==> config.mk <==
export PLATFORM = sky130hd
export DESIGN_NAME = cmp_mask_loader
export DESIGN_NICKNAME = d
export VERILOG_FILES = /design/src/rtl/cmp_ctrl_pkg.sv /design/src/rtl/cmp_mask_shifter.sv /design/src/rtl/cmp_mask_loader.sv
export SDC_FILE = /design/constraint.sdc
export NUM_CORES = 1
export LEC_CHECK = 0
export BUFFER_PORTS_ARGS = -buffer_cell sky130_fd_sc_hd__clkbuf_2
export CORE_MARGIN = 2
export CORE_UTILIZATION = 35
export CTS_BUF_LIST = sky130_fd_sc_hd__clkbuf_4 sky130_fd_sc_hd__clkbuf_8 sky130_fd_sc_hd__clkbuf_16
export DETAILED_ROUTE_END_ITERATION = 10
export GPL_TIMING_DRIVEN = 0
export PLACE_DENSITY = 0.53
export SLEW_MARGIN = 20
export SYNTH_ARGS = -nofsm -noshare
export SYNTH_HDL_FRONTEND = slang
export SYNTH_SLANG_ARGS = --single-unit
export TNS_END_PERCENT = 100
==> constraint.sdc <==
create_clock -name CK -period 2.4 [get_ports CK]
set_input_delay 0.72 -clock CK [delete_from_list [all_inputs] [get_ports CK]]
set_output_delay 0.72 -clock CK [all_outputs]
set_load 0.03 [all_outputs]
==> src/rtl/cmp_ctrl_pkg.sv <==
// Shared definitions for the compare-mask loader and its serial shifter.
// Optional feature macro: CMP_MASK_PARITY_EN (adds one even-parity bit per frame).
package cmp_ctrl_pkg;

  localparam int MASK_W_DEF = 17;
  localparam int RUN_W_DEF  = 16;

`ifdef CMP_MASK_PARITY_EN
  localparam int PARITY_BITS = 1;
`else
  localparam int PARITY_BITS = 0;
`endif

  // Serial frame length for the default mask width.
  localparam int FRAME_W_DEF = MASK_W_DEF + PARITY_BITS;

  typedef enum logic {
    IDLE = 1'b0,
    RUN  = 1'b1
  } state_e;

endpackage

==> src/rtl/cmp_mask_shifter.sv <==
// Serial mask shifter: shift register, bit counter, pending-frame flag and,
// when CMP_MASK_PARITY_EN is defined, the even-parity check on completed frames.
//
// Handshake (SDI/SVALID/SREADY): a bit moves on a rising edge where svalid_i
// and sready_o are both high; svalid_i while sready_o is low is ignored and
// the sender keeps presenting the same bit.
module cmp_mask_shifter
  import cmp_ctrl_pkg::*;
#(
  parameter int MASK_W  = MASK_W_DEF,
  parameter int FRAME_W = FRAME_W_DEF
) (
  input  logic              clk_i,
  input  logic              rst_i,
  input  logic              sdi_i,
  input  logic              svalid_i,
  input  logic              commit_i,
  output logic              sready_o,
  output logic [MASK_W-1:0] shadow_o,
  output logic              pend_o,
  output logic              perr_o
);

  localparam int CNT_W = $clog2(FRAME_W + 1);

  logic [FRAME_W-1:0] frame_q, frame_d;
  logic [CNT_W-1:0]   bitcnt_q, bitcnt_d;
  logic               pend_q, pend_d;
  logic               perr_q, perr_d;
  logic               xfer;
  logic               last_bit;

  assign xfer     = svalid_i && !pend_q;
  assign last_bit = (bitcnt_q == CNT_W'(FRAME_W - 1));

  // Next-state for shifting, frame completion and pending-flag handoff.
  always_comb begin
    frame_d  = frame_q;
    bitcnt_d = bitcnt_q;
    pend_d   = pend_q;
    perr_d   = 1'b0;
    if (commit_i) begin
      pend_d = 1'b0;
    end
    if (xfer) begin
      frame_d = {frame_q[FRAME_W-2:0], sdi_i};
      if (last_bit) begin
        bitcnt_d = '0;
`ifdef CMP_MASK_PARITY_EN
        // Odd total parity: drop the frame and flag it instead of pending it.
        if (^frame_d) begin
          perr_d = 1'b1;
        end else begin
          pend_d = 1'b1;
        end
`else
        pend_d = 1'b1;
`endif
      end else begin
        bitcnt_d = bitcnt_q + CNT_W'(1);
      end
    end
  end

  // Shifter state registers with synchronous reset.
  always_ff @(posedge clk_i) begin
    if (rst_i) begin
      frame_q  <= '0;
      bitcnt_q <= '0;
      pend_q   <= 1'b0;
      perr_q   <= 1'b0;
    end else begin
      frame_q  <= frame_d;
      bitcnt_q <= bitcnt_d;
      pend_q   <= pend_d;
      perr_q   <= perr_d;
    end
  end

  // Not ready during reset so no bit is accepted into a state being cleared.
  assign sready_o = !pend_q && !rst_i;
  // The mask occupies the top MASK_W bits; a parity bit, if any, sits below it.
  assign shadow_o = frame_q[FRAME_W-1 -: MASK_W];
  assign pend_o   = pend_q;
  assign perr_o   = perr_q;

endmodule

==> src/rtl/cmp_mask_loader.sv <==
// Compare-mask loader: accepts a serial mask, commits it to C only while the
// counter is idle, and sequences the downstream count enable P_0.
// Optional feature macro: CMP_MASK_PARITY_EN (parity-checked frames, PERR pulse).
module cmp_mask_loader
  import cmp_ctrl_pkg::*;
#(
  parameter int MASK_W = MASK_W_DEF,
  parameter int RUN_W  = RUN_W_DEF
) (
  input  logic              CK,
  input  logic              RST,
  input  logic              SDI,
  input  logic              SVALID,
  output logic              SREADY,
  input  logic              START,
  input  logic              STOP,
  input  logic [RUN_W-1:0]  RUN_LEN,
  output logic [MASK_W-1:0] C,
  output logic              P_0,
  output logic              BUSY,
  output logic              LOAD_DONE,
  output logic              PERR,
  output state_e            dbg_state_o
);

  localparam int FRAME_W = MASK_W + PARITY_BITS;

  state_e             state_q, state_d;
  logic [RUN_W-1:0]   remaining_q, remaining_d;
  logic [MASK_W-1:0]  c_q, c_d;
  logic               load_done_q, load_done_d;
  logic [MASK_W-1:0]  shadow;
  logic               pend;
  logic               commit;

  cmp_mask_shifter #(
    .MASK_W  (MASK_W),
    .FRAME_W (FRAME_W)
  ) u_shifter (
    .clk_i    (CK),
    .rst_i    (RST),
    .sdi_i    (SDI),
    .svalid_i (SVALID),
    .commit_i (commit),
    .sready_o (SREADY),
    .shadow_o (shadow),
    .pend_o   (pend),
    .perr_o   (PERR)
  );

  // A pending mask is only moved to C while no run is in progress.
  assign commit = pend && (state_q == IDLE);

  // FSM next state and run-length bookkeeping; remaining==0 in RUN means free-run.
  always_comb begin
    state_d     = state_q;
    remaining_d = remaining_q;
    case (state_q)
      IDLE: begin
        if (START && !STOP) begin
          state_d     = RUN;
          remaining_d = RUN_LEN;
        end
      end
      RUN: begin
        if (STOP) begin
          state_d     = IDLE;
          remaining_d = '0;
        end else if (remaining_q == RUN_W'(1)) begin
          state_d     = IDLE;
          remaining_d = '0;
        end else if (remaining_q != '0) begin
          remaining_d = remaining_q - RUN_W'(1);
        end
      end
      default: begin
        state_d     = IDLE;
        remaining_d = '0;
      end
    endcase
  end

  // Commit path: new mask and its completion pulse land together.
  always_comb begin
    c_d         = commit ? shadow : c_q;
    load_done_d = commit;
  end

  // FSM and run counter registers.
  always_ff @(posedge CK) begin
    if (RST) begin
      state_q     <= IDLE;
      remaining_q <= '0;
    end else begin
      state_q     <= state_d;
      remaining_q <= remaining_d;
    end
  end

  // Output mask and load-done registers.
  always_ff @(posedge CK) begin
    if (RST) begin
      c_q         <= '0;
      load_done_q <= 1'b0;
    end else begin
      c_q         <= c_d;
      load_done_q <= load_done_d;
    end
  end

  assign C           = c_q;
  assign P_0         = (state_q == RUN);
  assign BUSY        = (state_q == RUN);
  assign LOAD_DONE   = load_done_q;
  assign dbg_state_o = state_q;

endmodule
# Word level (Yosys, flattened, before mapping)
# Index checks and enable logic that the tools add are counted.
# totals
reg_bits	58
# op_classes
add_sub_neg	2
eq_ne	4
mux	13
bitwise_logic	1
reduce_logical	9
# ops
operator	n
$mux W16	4
$pmux W16 S2	1
$eq A16 B1 Y1 const B	1
$reduce_bool A16 Y1	1
$sub A16 B1 Y16 const B	1
$mux W1	6
$add A5 B1 Y5 const B	1
$eq A5 B5 Y1 const B	1
$mux W5	1
$logic_and A1 B1 Y1	4
$ne A4 B2 Y1 const B	1
$logic_not A1 Y1	3
$ne A2 B1 Y1 const B	1
$pmux W1 S2	1
$reduce_and A2 Y1	1
$not A1 Y1	1

# Depth between registers and ports, before layout
# logic_depth
word_depth	5
depth_mapped	8
mapped_depth_nobuf	7

# Cells and area by module
# From an unflattened synthesis, not the netlist that was laid out.
# hier_totals
cells_unflattened	336
area_unflattened_um2	2839.0
# modules_own_cells
mod	instances	cells_each	area_each_um2
cmp_mask_loader	1	227	1906.8
cmp_mask_shifter	1	109	932.1

# Least setup slack after synthesis
# OpenSTA, ideal clock, no wires.
# synth_timing
path_kind	in2out
startpoint	input RST
endpoint	output SREADY
arrival_ns	1.464
required_time_ns	1.680
slack_ns	0.216
path_stages	3
path_buffers	2
path_cell_list	clkbuf_1 -> clkbuf_1 -> nor2_1
# synth_via
elab_chain_cells	2
# synth_rtl
item	line	rtl
from (decl)	cmp_mask_loader.sv:11	input logic RST,
$logic_not A1 Y1	cmp_mask_shifter.sv:81	assign sready_o = !pend_q && !rst_i;
$logic_and A1 B1 Y1	cmp_mask_shifter.sv:81	
to (decl)	cmp_mask_loader.sv:14	output logic SREADY,
# Every way passes these cells.

# Worst setup path after layout
# layout_timing
startpoint	register state_q (netlist: BUSY)
endpoint	register remaining_q[10]
# layout_via
elab_chain_cells	3
word_cells_on_any_way	5
# layout_rtl
item	line	rtl
from (decl)	cmp_mask_loader.sv:28	state_e state_q, state_d;
from (signal assigned)	cmp_mask_loader.sv:95	state_q <= state_d;
$not A1 Y1	-	
$ne A2 B1 Y1 (no line)	-	
$reduce_and A2 Y1 (no line)	-	
to (signal assigned)	cmp_mask_loader.sv:96	remaining_q <= remaining_d;
to (decl)	cmp_mask_loader.sv:29	logic [RUN_W-1:0] remaining_q, remaining_d;
# Several ways; a longest one is shown, not always the timed one.
# A chain may end at the register's enable or synchronous reset.

==> flow_summary.yaml <==
status:
  outcome: "finished clean"
yosys:
  synth-compound-area-share_pct: 23.1
  synth_fa_ha_area_share_pct: 2.41
  synthDominantCellAreaShare_pct: 44.7
  synth_area_um2: 2600
  async_flop_share_pct: 0
  muxShareOfSynthArea_pct: 0
  synth_flop_cell: "dfxtp_1"
  syn_avg_cell_area_um2: 7.90
  synth_edf_count: 0
  synthCells: 329
  ys_warn_count: 0
  synthTopCellsByArea: "dfxtp_1, nand2_1, a21oi_1, o32ai_1, nor2_1"
  synth_xor_area_share_pct: 1.35
  synth.distinct_cells: 39
  synthesis.nets: 356
  synth_seq_cells: 58
  yosysSeqAreaShare_pct: 44.7
  synth_top_area_cell: "dfxtp_1"
  synth_top_family_by_area: "compound AO/OA/AOI/OAI gates"
  yosys.area_share.simple_pct: 22.4
die:
  dieArea_um2: 8130
  ios: 45
  initial_core_util_pct: 36.0
  die_width_um: 90.1
  rows: 31
  core-area_um2: 7210
  die_h_um: 90.1
cells_and_area:
  final_common_cell: "nand2_1"
  final_cell_mix: "nand2_1, dfxtp_1, a21oi_1"
  nets: 412
  synthToLayoutAreaGrowth_pct: 22.6
  n_antenna_cell: 0
  final_layout_size_suffix_gt1_share_pct: 20.5
  fin_area_um2: 3190
placement:
  io_buffers: 42
  hpwl_um: 4790
  dpl-instance-area_um2: 2930
  place_congestion: 0.847
critical_path:
  path_delay_family: "buffers and inverters"
  path_buf_inv: 4
  cp.arrival_ns: 2.48
  cpPeakStageDelay_ns: 0.39
  cp_cell_sequence: "clkbuf_2, clkinv_2, nor2_1, o21a_1, clkbuf_1, buf_2, a32oi_1, o32ai_1"
  startpoint_type: "flop"
  crit_slowest_cell: "dfxtp_1"
  worst-endpoint-required_ns: 2.64
  end_kind: "flop"
  cp_max_fo: 10
  path_class: "flop to flop"
clock_tree:
  cts_tree: "built"
  path_clk_slew_ns: 0.07
  numClockSinks: 58
  numCtsBuffers: 9
  clock_path_buffers: 2
  h-tree-depth: 3
  clkLatencyLatePin_ns: 0.34
  root_buffer: "clkbuf_8"
global_route:
  grt_overflow_total: 0
  grt_usage_pct: 17.5
  antenna_found_initial: 0
  grt_start_max_net_pins: 11
  grt_pass1_vias: 2313
  grt_pass1_wl_um: 11300
timing:
  final_min_period_over_clock_period_pct: 93.6
  finalMaxSlewViolations: 0
  worst_pin_slew_ns: 0.555
  finalSetupViolCount: 0
  slew_headroom_pct: 63.0
  timing.hold.ws_ns: 0.457
  hold_viol: 0
  clock.fmax_ghz: 0.445
  fin_crit_ns: 2.25
  clock-skew-final_ns: 0.00771
  rsz0062_at_grt: "true"
power_and_ir_drop:
  leakage_nw: 1.23
  powerDensity_nw_per_um2: 716
  max-vdd-ir-drop_mv: 0.395
flow_run:
  maxCapViolCount: 0
routing:
  post_drt_wl_per_cell_um: 13.9
  drt_wl_total_um: 6790
  vias: 2466
  drtAntennaViolNets: 0
  drcViolationCount: 0
  dr.first_iter.drc_count: 146
  vias_per_cell: 5.04
  dr.pass1.iters: 4
hold_path:
  hold_class: "flop to flop"
==> cells by family (layout without fill, tap and decap cells) <==
kind of cell               count (synthesis)  after routing
other                                      1              1
DFF                                       58             58
and+or+nand+nor                          135            135
xor gates and xnor gates                   4              4
buffers and inverters                     36             97
adders and majority gates                  5              5
AOI/OAI and AO/OA                         90             90
==> Yosys cell counts (all sizes together) (4+ instances only) <==
| master | n |
|---|---|
| a22oi | 4 |
| dfxtp | 58 |
| o32ai | 12 |
| nand4 | 5 |
| o21ai | 7 |
| inv | 12 |
| a32o | 4 |
| nor2 | 20 |
| buf | 6 |
| a21oi | 48 |
| nor3 | 4 |
| clkbuf | 17 |
| a32oi | 5 |
| ha | 5 |
| nand2 | 90 |
==> report_power, final <==
group | total [mW] | internal [mW] | switching [mW]
Sequential | 1.02 | 0.992 | 0.0326
Clock | 0.905 | 0.515 | 0.389
Combinational | 0.352 | 0.139 | 0.213
==> stage by stage <==
stage	setup WS (ns)	setup TNS (ns)	util (%)	power, mW	std cells
global placement	-0.272	-2.27	40.6	1.37	470
floorplan	0.216	0	-	1.28	329
detailed placement	-0.220	-1.79	40.6	1.37	470
finish	0.154	0	44.2	2.28	489
global route	-0.0185	-0.0185	44.2	2.40	489
CTS	0.105	0	43.9	2.30	489
==> flip-flops by register name, summed over array words and instances, names as in the netlist <==
| signal | count |
|---|---|
| u_shifter.bitcnt_q | 5 |
| remaining_q | 16 |
| LOAD_DONE | 1 |
| u_shifter.shadow_o | 17 |
| C | 17 |
| BUSY | 1 |
| u_shifter.pend_o | 1 |
==> worst paths after layout <==
path | from | to | slack (ns) | depth (start not counted)
max | BUSY | remaining_q[10] | 0.15 | 8
min | C[8] | C[8] | 0.46 | 2
max reg2reg | BUSY | remaining_q[10] | 0.15 | 8
min reg2reg | C[8] | C[8] | 0.46 | 2
==> layer usage <==
metal  vias to the layer above  global-route usage (%)  part of all wire (%)
met5                         -                       0                     0
met4                         0                    7.44                   1.6
met3                         9                    4.61                   5.0
met2                        54                    26.4                    44
met1                      1153                    23.7                    49
li1                       1250                       -                     -
==> worst min-delay path, delay by kind of cell, from the launching register on <==
family	cells	cell delay, ns
compound gates	1	0.05
simple gates	1	0.05
flops	1	0.31
==> timing repair <==
item | in CTS | in global routing
setup buffers | 3 | 0
resized for setup | 6 | 3
pin swaps | 1 | 0
setup endpoints to repair | 16 | 10
hold buffers | 0 | 0
==> final cells by class <==
cell class	count	area, µm²
buffer	23	110
clock buffer	11	145
clock inverter	5	53.8
fill	780	4030
inverter	13	50.0
multi-input combinational	235	1310
sequential	58	1160
tap	99	124
timing repair buffer	45	233
Note: power is estimated with default switching activity, not from simulation.
